==> src/rtl/iob_ram_dp_be_copy.sv <==
// iob_ram_dp_be_copy
//   Block copy / block fill engine that drives a dual-port byte-enable RAM
//   (read-first, one-cycle registered read). Port A reads the source range,
//   port B writes the destination range, one word per cycle.
//
// Ports
//   clk_i, rst_n_i        clock, synchronous active-low reset
//   start_i, fill_i       request and mode (1 = fill, 0 = copy), sampled in IDLE
//   src_addr_i            first source word address (copy mode)
//   dst_addr_i            first destination word address
//   len_i                 word count, 0 .. 2**ADDR_W
//   wstrb_i               byte mask applied to every destination write
//   fill_data_i           constant word for fill mode
//   busy_o, done_o        transfer in progress / one-cycle completion pulse
//   enA_o..dA_o, dA_i     RAM port A (read only; write controls held at 0)
//   enB_o..dB_o           RAM port B (write)
module iob_ram_dp_be_copy #(
   parameter int ADDR_W = 10,
   parameter int DATA_W = 32
) (
   input  logic                  clk_i,
   input  logic                  rst_n_i,
   input  logic                  start_i,
   input  logic                  fill_i,
   input  logic [ADDR_W-1:0]     src_addr_i,
   input  logic [ADDR_W-1:0]     dst_addr_i,
   input  logic [ADDR_W:0]       len_i,
   input  logic [DATA_W/8-1:0]   wstrb_i,
   input  logic [DATA_W-1:0]     fill_data_i,
   output logic                  busy_o,
   output logic                  done_o,
   output logic                  enA_o,
   output logic [DATA_W/8-1:0]   weA_o,
   output logic [ADDR_W-1:0]     addrA_o,
   output logic [DATA_W-1:0]     dA_o,
   input  logic [DATA_W-1:0]     dA_i,
   output logic                  enB_o,
   output logic [DATA_W/8-1:0]   weB_o,
   output logic [ADDR_W-1:0]     addrB_o,
   output logic [DATA_W-1:0]     dB_o
);

   localparam int STRB_W = DATA_W / 8;

   localparam logic [ADDR_W:0]   CNT_ONE  = 1;
   localparam logic [ADDR_W:0]   CNT_TWO  = 2;
   localparam logic [ADDR_W-1:0] ADDR_ONE = 1;

   typedef enum logic [1:0] {IDLE, RUN, DRAIN, DONE} state_t;

   state_t              state_q;
   logic                fill_q;
   logic [STRB_W-1:0]   wstrb_q;
   logic [DATA_W-1:0]   fill_data_q;
   logic [ADDR_W:0]     cnt_q;        // words still to issue, including the current one
   logic                enA_q;
   logic [ADDR_W-1:0]   addrA_q;
   logic                enB_q;
   logic [ADDR_W-1:0]   addrB_q;
   logic                busy_q;
   logic                done_q;

   always_ff @(posedge clk_i) begin
      if (!rst_n_i) begin
         state_q     <= IDLE;
         fill_q      <= 1'b0;
         wstrb_q     <= '0;
         fill_data_q <= '0;
         cnt_q       <= '0;
         enA_q       <= 1'b0;
         addrA_q     <= '0;
         enB_q       <= 1'b0;
         addrB_q     <= '0;
         busy_q      <= 1'b0;
         done_q      <= 1'b0;
      end else begin
         unique case (state_q)
            IDLE: begin
               if (start_i) begin
                  fill_q      <= fill_i;
                  wstrb_q     <= wstrb_i;
                  fill_data_q <= fill_data_i;
                  cnt_q       <= len_i;
                  addrB_q     <= dst_addr_i;
                  busy_q      <= 1'b1;
                  if (!fill_i) addrA_q <= src_addr_i;
                  if (len_i == '0) begin
                     state_q <= DONE;
                     done_q  <= 1'b1;
                  end else begin
                     state_q <= RUN;
                     enA_q   <= !fill_i;
                     enB_q   <= fill_i;
                     // fill of a single word completes in its only write cycle
                     done_q  <= fill_i && (len_i == CNT_ONE);
                  end
               end
            end
            RUN: begin
               if (fill_q) begin
                  if (cnt_q == CNT_ONE) begin
                     state_q <= IDLE;
                     enB_q   <= 1'b0;
                     busy_q  <= 1'b0;
                     done_q  <= 1'b0;
                  end else begin
                     cnt_q   <= cnt_q - CNT_ONE;
                     addrB_q <= addrB_q + ADDR_ONE;
                     done_q  <= (cnt_q == CNT_TWO);
                  end
               end else begin
                  // write side trails the read side by the RAM read latency
                  enB_q <= 1'b1;
                  if (enB_q) addrB_q <= addrB_q + ADDR_ONE;
                  if (cnt_q == CNT_ONE) begin
                     state_q <= DRAIN;
                     enA_q   <= 1'b0;
                     done_q  <= 1'b1;
                  end else begin
                     cnt_q   <= cnt_q - CNT_ONE;
                     addrA_q <= addrA_q + ADDR_ONE;
                  end
               end
            end
            DRAIN: begin
               state_q <= IDLE;
               enB_q   <= 1'b0;
               busy_q  <= 1'b0;
               done_q  <= 1'b0;
            end
            DONE: begin
               state_q <= IDLE;
               busy_q  <= 1'b0;
               done_q  <= 1'b0;
            end
            default: state_q <= IDLE;
         endcase
      end
   end

   assign busy_o  = busy_q;
   assign done_o  = done_q;
   assign enA_o   = enA_q;
   assign weA_o   = '0;
   assign addrA_o = addrA_q;
   assign dA_o    = '0;
   assign enB_o   = enB_q;
   assign weB_o   = enB_q ? wstrb_q : '0;
   assign addrB_o = addrB_q;
   // copy data is the RAM read word passed straight through
   assign dB_o    = !enB_q ? '0 : (fill_q ? fill_data_q : dA_i);

endmodule

==> config.mk <==
export PLATFORM = sky130hd
export DESIGN_NAME = iob_ram_dp_be_copy
export DESIGN_NICKNAME = d
export VERILOG_FILES = /design/src/rtl/iob_ram_dp_be_copy.sv
export SDC_FILE = /design/constraint.sdc
export NUM_CORES = 1
export LEC_CHECK = 0
export CAP_MARGIN = 0
export CORE_MARGIN = 10
export CORE_UTILIZATION = 47
export DETAILED_ROUTE_END_ITERATION = 10
export PLACE_DENSITY = 0.94
export SLEW_MARGIN = 25
export SYNTH_ARGS = -nofsm -noshare
export SYNTH_HDL_FRONTEND = slang
export SYNTH_SLANG_ARGS = --single-unit
==> constraint.sdc <==
create_clock -name clk_i -period 3 [get_ports clk_i]
set_input_delay 0.6 -clock clk_i [delete_from_list [all_inputs] [get_ports clk_i]]
set_output_delay 0.6 -clock clk_i [all_outputs]
set_load 0.005 [all_outputs]
==> results.md, run 1 <==
- Global Route Usage Sum: 0.214
- Hold Path End: wstrb_q[2]
- DRT antenna net count: 0
- Max_slew headroom: 0.410
- Area grow syn2layout: 39.1%
- Clock transition at the registers of the reported paths: 80 ps
- Yosys cell types: 57
- Total CTS buffers: 9
- Yosys Warn Count: 0
- DRC violations left: 0
- Total number of vias: approximately 5000
- Initial Util: 0.481
- Hold_sp: wstrb_q[2]
- WHS: 454 ps
- Initial antenna violation count: 0
- Worst vdd ir: between 0.3 and 0.4 mV
- Hold Fails Final Rpt: 0
- Clock tree sinks: 74
- Vias in the first global route: about 5100
- Slowest stage delay, CP: 700 ps
- PwrDens: 715 nW/um^2
- Largest net degree at the start of global routing: between 40 and 50
- Mapped Avg Cell Area: 7.90 sq um
- FF-to-FF path depth: 8
- Seq/Total Area, Yosys: 0.315
- Worst-path fanout max: 19
- Part of the cycle the worst path needs: 0.894
- CTS tree: done
- Mapped Area: 4700 sq um
- CP Launch Type: register
- Hold crit path type: reg2reg
- Drt pass-1 iters: 6
- Total Wirelength: 16300 microns
- Achievable Freq: about 370 MHz
- Worst Path Arrival: 2080 ps
- Post-DP HPWL: 12500 microns
- Root Buffer: clkbuf_8
- Layout fillers: 787
- Post-synth top flop: dfxtp_1
- Post-route cell area: 6540 sq um
- Worst slew pin tran: 883 ps
- Post-synth EDFFs: 0
- CP Cell Sequence: buf_4 -> mux2i_1 -> nor2b_1 -> clkdlybuf4s50_1
- Reg-to-reg endpoint: addrA_o[4]
- R2r setup slk: 450 ps
- CTS resizes: 0
- Design Power: 4.67 mW
- Grt total ovfl: 0
- Htree depth: 3
- DR iter-0 viols: ~470
- I/O Buffers: between 150 and 200
- Die Width: 120 microns
- CTS Hold Bufs: 0
- Chip Height: ~120 microns
- Placement Rows: 36
- Post-layout minimum cycle time: about 2700 ps
- RD Place Congestion: between 0.9 and 1
- Maxcap violations: 0
- Final Max Slew Viols: 0
- Leakage power: 2.37 nW
- Crit path kind: reg2out
- Final Skew: 11.7 ps
- DIE AREA: ~14000 sq um
- Hold Path Depth: 2
- Synth Instances: 595
- Number of top-level pins: just under 200
- Setup violators final: 0
- Slowest CP cell: dfxtp_2
- Multi-input logic area: 2860 sq um
- Outcome: complete, no violations
- RR Startpoint: state_q[1]
- Synthesized flop and latch total: 74
- Max clock buf depth: 2
- Worst skew pair latency: 350 ps
- Vias/cell: 5.63
- Layout cells sized above 1: 0.0799
- Setup bufs post-CTS: 0
- Drt wl/cell: between 15 and 20 microns
- RSZ-0062 raised after global routing: no
- First-pass GRT wire length: 25700 microns
- Critical Path RT: 2400 ps
- Core Area: around 10000 sq um
- Ant diodes: 0
- Nets: 858
- Crit. End Element: primary output
- Async set-reset flop share out of synthesis: 0
- Seq. cell area: 1480 sq um
- Placed cell area: 6340 sq um
- Setup tns final: 0 ps
per-stage QoR:
step / setup WS (ps) / cells / utilization
6_report: 318 / 884 / 0.669
2_1_floorplan: 1070 / 630 / -
3_5_place_dp: 506 / 868 / 0.648
4_1_cts: 287 / 884 / 0.669
3_3_place_gp: 544 / 868 / 0.648
5_1_grt: 195 / 884 / 0.669
logic make-up (layout without fill, tap and decap cells):
family | after synthesis | after routing | synth area share
muxes | 39 | 39 | 0.0836
other | 1 | 36 | 0.000798
AOI/OAI and AO/OA | 153 | 153 | 0.220
and+or+nand+nor | 230 | 230 | 0.252
DFF | 74 | 74 | 0.315
buffers and inverters | 89 | 210 | 0.104
adders and majority gates | 9 | 9 | 0.0240
power breakdown:
part | switching (mW) | internal (mW) | leakage (nW)
combinational | 1.24 | 1.11 | 1.66
sequential | 0.285 | 1.22 | 0.609
clock | 0.405 | 0.407 | 0.0987
registers in the layout, summed over array words and instances (netlist names):
| signal | flops |
|---|---|
| done_o | 1 |
| busy_o | 1 |
| wstrb_q | 4 |
| cnt_q | 11 |
| state_q | 2 |
| fill_q | 1 |
| fill_data_q | 32 |
| enA_o | 1 |
| addrB_o | 10 |
| enB_o | 1 |
| addrA_o | 10 |
cell usage after synthesis (4+ instances only):
| cell type | n | area [sq um] |
|---|---|---|
| inv_1 | 11 | 41.3 |
| nor2b_1 | 37 | 231 |
| nor3_1 | 9 | 45.0 |
| a21oi_1 | 52 | 260 |
| mux2i_1 | 37 | 370 |
| nand2b_1 | 7 | 43.8 |
| buf_2 | 5 | 25.0 |
| a31o_2 | 8 | 70.1 |
| o2bb2ai_1 | 5 | 43.8 |
| a211oi_1 | 7 | 52.6 |
| nor2_1 | 17 | 63.8 |
| dfxtp_1 | 74 | 1480 |
| or4_1 | 5 | 37.5 |
| a311oi_1 | 5 | 43.8 |
| o311ai_0 | 8 | 70.1 |
| and2_1 | 7 | 43.8 |
| ha_1 | 9 | 113 |
| or3_1 | 4 | 25.0 |
| nand2_1 | 104 | 390 |
| nand4_1 | 8 | 50.1 |
| and4_1 | 4 | 35.0 |
| o21ai_0 | 13 | 65.1 |
| clkbuf_1 | 29 | 109 |
| buf_4 | 36 | 270 |
| buf_1 | 5 | 18.8 |
| nand3_1 | 12 | 60.1 |
| a31oi_1 | 17 | 106 |
| o31ai_1 | 15 | 113 |
critical path: cells and delay by family, from the launching register on:
| kind | cells | cell delay, ps |
|---|---|---|
| buf+inv | 2 | 800 |
| flops | 1 | 700 |
| simple gates | 1 | 140 |
| mux | 1 | 80 |
cells in the final DEF, fill, tap and decap left out, types with 17 or more instances in the layout:
cell type and instances:
a21oi_1 52, a31oi_1 17, buf_4 19, clkdlybuf4s50_1 162, conb_1 36, dfxtp_1 73, mux2i_1 37, nand2_1 104
nor2_1 17, nor2b_1 37
area by class of cell:
class,count,area share
Multi-Input combinational cell,467,0.437
Clock inverter,6,0.00976
Tap cell,133,0.0254
Timing Repair Buffer,182,0.273
Inverter,12,0.00689
Clock buffer,10,0.0210
Sequential cell,74,0.227
how the worst max path moves through the flow:
stage,from,end,cells past startpoint
3_5_place_dp,state_q[1],addrA_o[4],8
5_1_grt,fill_q,dB_o[19],4
3_3_place_gp,dA_i[13],dB_o[13],4
6_report,fill_q,dB_o[17],4
2_1_floorplan,fill_q,dB_o[10],4
4_1_cts,fill_q,dB_o[17],4
per-layer routing:
layer,up-vias,GRT usage,wire length [microns]
met2,270,0.379,8380
met1,2281,0.240,6200
met3,47,0.0525,1170
met4,0,0.0860,533
li1,2378,-,-
met5,-,0,0
Note: power is estimated with default switching activity, not from simulation.
==> run 2, diff against run 1 <==
CTS_CLUSTER_SIZE = 16   (was not set)
SETUP_SLACK_MARGIN = 0.05   (was not set)
==> results of run 2 <==
Final layout, timing and power as in run 1 (identical DEF).
